### config.mk
export PLATFORM = sky130hd
export DESIGN_NAME = ram_sender
export DESIGN_NICKNAME = d
export VERILOG_FILES = /design/src/rtl/uart_pkg.sv /design/src/rtl/ram_sender.sv
export SDC_FILE = /design/constraint.sdc
export NUM_CORES = 1
export LEC_CHECK = 0
export ABC_AREA = 1
export CAP_MARGIN = 10
export CORE_AREA = 2 2 72 74
export DETAILED_ROUTE_END_ITERATION = 8
export DIE_AREA = 0 0 74 76
export PLACE_DENSITY = 0.63
export SLEW_MARGIN = 20
export SYNTH_ARGS = -nofsm -noshare
export SYNTH_HDL_FRONTEND = slang
export SYNTH_SLANG_ARGS = --single-unit
### constraint.sdc
create_clock -name clk -period 1.35 [get_ports clk]
set_input_delay 0.27 -clock clk [delete_from_list [all_inputs] [get_ports clk]]
set_output_delay 0.27 -clock clk [all_outputs]
set_load 0.1 [all_outputs]
### src/rtl/uart_pkg.sv
// Shared definitions for the UART-side blocks: default bus widths and the
// ram_sender FSM state encoding.
package uart_pkg;

  localparam int DEF_DATA_WIDTH = 8;
  localparam int DEF_ADDR_WIDTH = 8;

  typedef logic [2:0] state_t;

  localparam state_t ST_IDLE = 3'd0;
  localparam state_t ST_READ = 3'd1;
  localparam state_t ST_WAIT = 3'd2;
  localparam state_t ST_SEND = 3'd3;
  localparam state_t ST_DONE = 3'd4;

endpackage

### src/rtl/ram_sender.sv
// Dumps RAM[0..last_addr] byte by byte into a UART transmitter using a
// valid/ready handshake; one byte every READ->WAIT->SEND round trip.
module ram_sender
  import uart_pkg::*;
#(
  parameter int DATA_WIDTH = DEF_DATA_WIDTH,
  parameter int ADDR_WIDTH = DEF_ADDR_WIDTH
) (
  input  logic                  clk,
  input  logic                  rstn,
  input  logic                  start,
  input  logic                  abort,
  input  logic [ADDR_WIDTH-1:0] last_addr,
  output logic [ADDR_WIDTH-1:0] mem_addr,
  input  logic [DATA_WIDTH-1:0] mem_dout,
  output logic [DATA_WIDTH-1:0] tx_data,
  output logic                  tx_valid,
  input  logic                  tx_ready,
  output logic                  busy,
  output logic                  done
);

  state_t                state, state_nxt;
  logic [ADDR_WIDTH-1:0] cnt;
  logic [ADDR_WIDTH-1:0] last_q;
  logic [DATA_WIDTH-1:0] tx_data_q;
  logic                  go;
  logic                  hs;
  logic                  at_last;

  // start together with abort in IDLE does not launch a dump
  assign go      = (state == ST_IDLE) && start && !abort;
  assign hs      = (state == ST_SEND) && tx_ready;
  assign at_last = (cnt == last_q);

  always_comb begin
    state_nxt = state;
    case (state)
      ST_IDLE: if (go) state_nxt = ST_READ;
      ST_READ: state_nxt = ST_WAIT;
      ST_WAIT: state_nxt = ST_SEND;
      ST_SEND: if (tx_ready) state_nxt = at_last ? ST_DONE : ST_READ;
      ST_DONE: state_nxt = ST_IDLE;
      default: state_nxt = ST_IDLE;
    endcase
    // abort wins over everything, including a coincident handshake
    if (abort && state != ST_IDLE) state_nxt = ST_IDLE;
  end

  always_ff @(posedge clk or negedge rstn) begin
    if (!rstn) state <= ST_IDLE;
    else       state <= state_nxt;
  end

  always_ff @(posedge clk or negedge rstn) begin
    if (!rstn) begin
      cnt       <= '0;
      last_q    <= '0;
      tx_data_q <= '0;
    end else begin
      if (go) begin
        cnt    <= '0;
        last_q <= last_addr;
      end
      if (state == ST_WAIT) tx_data_q <= mem_dout;
      // counter stops at last_q, so an all-ones last_addr never wraps
      if (hs && !at_last && !abort) cnt <= cnt + ADDR_WIDTH'(1);
    end
  end

  assign mem_addr = cnt;
  assign tx_data  = tx_data_q;
  assign tx_valid = (state == ST_SEND);
  assign busy     = (state != ST_IDLE);
  assign done     = (state == ST_DONE);

endmodule

Word level (Yosys, flattened, before mapping)
Cells that the tools add are included. Widths: inputs -> output; s select.

Word-level logic and storage cells: 31. Input bits: 21. Register bits: 27. Output and inout port bits: 19.

Eq/ne operators: 7. Add/subtract/negate cells: 1. Reduce and logical (&&, ||, !) cells: 12. Muxes and demuxes: 7.

Operators by type and width (number): $mux 8 (2); $mux 3 (4); $pmux 3 s4 (1); $add 8x1->8 const B (1); $eq 8x8->1 (1); $eq 3x2->1 const B (2); $logic_and 1x1->1 (6); $eq 3x1->1 const B (1); $eq 3x3->1 const B (1); $logic_not 3->1 (1); $ne 3x1->1 const B (1); $ne 3x2->1 const B (1); $reduce_bool 3->1 (1); $logic_not 1->1 (2); $reduce_and 2->1 (1); $reduce_bool 2->1 (1).

Logic depth before layout (Yosys ltp)
Gate-level depths: netlist of the first run.

Depth in word-level cells: 6. Depth in mapped cells: 11. Mapped depth without buffers: 10.

Least setup slack after synthesis of the first run
No wires, ideal clock.

Kind: reg2out. Start: register state[0]. End: output port done. Setup slack: -1.422 ns. Arrival: 2.502 ns. Data required time: 1.080 ns. Path buffers: 0. Cell stages (with the launch flop): 2. Cell sequence: dfrtp_1 nor3_1.

Cells in the longest elaborated chain, start to end: 1.

Ends and longest elaborated chain: from (decl) (RTL line ram_sender.sv:23) `state_t state, state_nxt;`; from (signal assigned) (RTL line ram_sender.sv:52) `else state <= state_nxt;`; $eq 3x3->1 (RTL line ram_sender.sv:75) `assign done = (state == ST_DONE);`; to (decl) (RTL line ram_sender.sv:20) `output logic done`.

Every way passes these cells.

Final worst setup path of the first run
Start: register state[0]. End: output port tx_valid.

Cells in the longest elaborated chain, start to end: 1.

Ends and longest elaborated chain: $eq 3x2->1 (RTL line ram_sender.sv:73) `assign tx_valid = (state == ST_SEND);`; to (decl) (RTL line ram_sender.sv:17) `output logic tx_valid,`.

Every way passes these cells.

==> results of run 1 <==
[logic make-up after synthesis]
logic type	Yosys count
AOI/OAI and AO/OA	8
xor gates and xnor gates	6
adders and majority gates	1
buffers and inverters	25
DFF	27
muxes	11
and+or+nand+nor	83
[worst max-delay path by stage]
| stage | startpoint | to | cells after the start |
|---|---|---|---|
| final | state[0] | tx_valid | 5 |
| after floorplan | state[1] | mem_addr[7] | 7 |
| after global placement | start | last_q[4] | 6 |
| after CTS | state[0] | tx_valid | 5 |
| after global routing | state[0] | tx_valid | 5 |
| after detailed placement | start | last_q[4] | 6 |
[per-stage QoR]
step,area [um^2],TNS (ps),utilization (%),total power [mW]
6_report,2530,-1050,51.6,5.03
5_1_grt,2530,-2650,51.6,5.28
4_1_cts,2460,-1180,50.1,4.97
3_5_place_dp,2350,-3130,47.8,4.36
3_3_place_gp,2350,-2960,47.8,4.31
2_1_floorplan,1430,-9080,-,3.12
[where the power goes]
group / leakage, nW / switching (mW) / internal, mW / total [mW]
clock: 0.0255 / 0.268 / 0.207 / 0.475
sequential: 0.331 / 0.246 / 1.10 / 1.34
combinational: 0.843 / 1.83 / 1.38 / 3.21
[routing by layer]
layer / up-vias / wire, um
met1: 615 / 1530
met3: 5 / 149
met4: 0 / 38
met5: - / 0
li1: 671 / -
met2: 33 / 1680
[flip-flops by register name, indices dropped and copies added (netlist names)]
signal    count
tx_data       8
state         3
last_q        8
mem_addr      8
[repair_timing]
| item | CTS | global route |
|---|---|---|
| hold endpoints to repair | 0 | 0 |
| pin swaps | 4 | 12 |
| setup buffers | 5 | 4 |
| gates resized for setup | 10 | 14 |
| setup endpoints to repair | 19 | 22 |
[final cells by class]
class | instances | area, um^2
Clock buffer | 3 | 41.3
Clock inverter | 1 | 5.00
Fill cell | 439 | 2380
Inverter | 22 | 85.1
Multi-Input combinational cell | 109 | 697
Sequential cell | 27 | 678
Tap cell | 70 | 87.6
Timing Repair Buffer | 78 | 941
[layout by cell type, fill, tap and decap left out]
cell type and instances:
xor2_1 3, inv_2 3, buf_4 28, buf_6 8
nand2_4 3, nand4_1 4, nand3_4 1, dfrtp_1 25
dfrtp_2 2, clkbuf_8 3, clkdlybuf4s50_1 20, or2_2 1
nand3_1 15, nor3_2 1, nor2_1 8, ha_2 1
inv_1 18, nand3_2 1, clkinv_2 1, xnor2_1 3
buf_12 22, mux2_2 9, nor3_4 2, inv_4 1
nand2_2 1, nor3_1 1, nor2_8 1, a21oi_1 5
nor2_2 4, o21ai_4 1, o21ai_0 2, nand2_1 40
mux2_4 2
[worst max-delay path: cells and delay by family, from the launching register on]
kind / cells / cell delay (ps)
flops: 1 / 380
buf+inv: 4 / 470
simple gates: 1 / 130
==> metrics, run 1 <==
status=complete, but fails checks; failing checks=setup timing; CP arrival=1270 ps; R2R depth=9; CTS tree=done; DR iter-0 viols=32; Clk pin slew, worst setup/hold paths=100 ps; FP Rows=26; DR vias/cell=4.27; Distinct cells, synth=22; first-pass GRT wire length=5560 um; pre-CTS setup slack=-228 ps; final setup margin=-189 ps; clock buffer depth=2; Residual DRC=0; synth top area cells=dfrtp_1 (48%), nand2_1 (11%), mux2_2 (7.2%), nand3_1 (6.0%), inv_1 (5.6%); DP Cell Count=298; Yosys top cell area share=48.0%; met1 Use GR=16.4%; die width=74 um; final non-filler cell total=310; Layout area overhead=80.1%; Synth Area in Compound Gates=2.84%; Placer Congestion=between 0.7 and 0.8; cell taking the most area after synthesis=dfrtp_1; CTS Hold Bufs=0; Initial Util=between 20 and 30%; hold crit path type=in2async; Worst R2R Setup Slack=-70 ps; total grt overflow=0; top-count cell post-synth=nand2_1; die height=~76 um; Power Density=1980 nW/um^2; final clock skew=5.91 ps; measured slew at the worst slew-check pin=244 ps; busiest grt layer=met2; Tcrit/Tclk final=114%; maximum clock rate=650 MHz; port bufs=39; CP most frequent cell=buf_6; xor and xnor area share after synthesis=under 10%; HPWL Detailed=about 2500 um; Gate Count Post-Synth=~160; final hold slack=339 ps; Syn Area/Cell=8.74 um^2; CP max stage delay=roughly 380 ps; share of synthesized registers carrying an async set or reset=100%; post-synthesis sequential area ratio=48.0%; data required time of the worst path=1080 ps; initial antenna violation count=0; Clk Latency, worst-skew pair=280 ps; Worst setup EP type=primary output; nets=263; Final Max Tran Viols=0; Synth Area in Adders=less than 1%; Reg2Reg Capture Point=mem_addr[5]; number of max-cap violations=0; WL per Instance=11.0 um; WL final=3400 um; vias=1,324; simple-gate share of the synthesized area=between 20% and 30%; r2r startpoint=state[0]; clock sink total=27; die area=5620 um^2; multiplexer area fraction after synthesis=9.33%; count of state elements after synthesis=27; Slowest-stage cell, CP=dfrtp_1; pin count of the biggest net entering global routing=28; leakage=1.20 nW; critical-path cell list=buf_6 > inv_4 > nor3_4 > buf_6 > buf_12; slew margin rel.=83.7%; Post-Syn Nets=183; VDD IR-drop max=roughly 1.1 mV; CTS buffer count=3; clock root buffer=clkbuf_8; number of synthesized flops with an enable pin=0; Ys Warns=0; Post-Syn Area=1410 um^2; RSZ-0062 raised after global routing=yes; GR Util met2=20.0%; setup violators final=14; Core ar.=4910 um^2; number of global-route vias before repair=1,310; I/O pins=40; commonest cells in the netlist=nand2_1 (42), dfrtp_1 (27), inv_1 (21); worst-path fanout max=4; main combinational cell family by area after synthesis=simple AND/OR/NAND/NOR gates; Total GRT Usage=12.4%; minimum clock period=1540 ps; layout cells sized above 1=40.0%; startpoint class of the critical path=flop; antenna cells=0; CTS H-tree lvls=1; Pre-antenna DRT Iters=4; grt met3 use=2.38%; Routed Antenna Nets=0; most common flop cell mapped by yosys=dfrtp_1; CP Class=reg2out; Final Hold Vio Count=0
Note: power is estimated with default switching activity, not from simulation.
==> run 2, diff against run 1 <==
- SLEW_MARGIN: 20 -> not set
==> results of run 2 <==
Same layout as run 1: the final DEF is identical, and so are final timing and power.
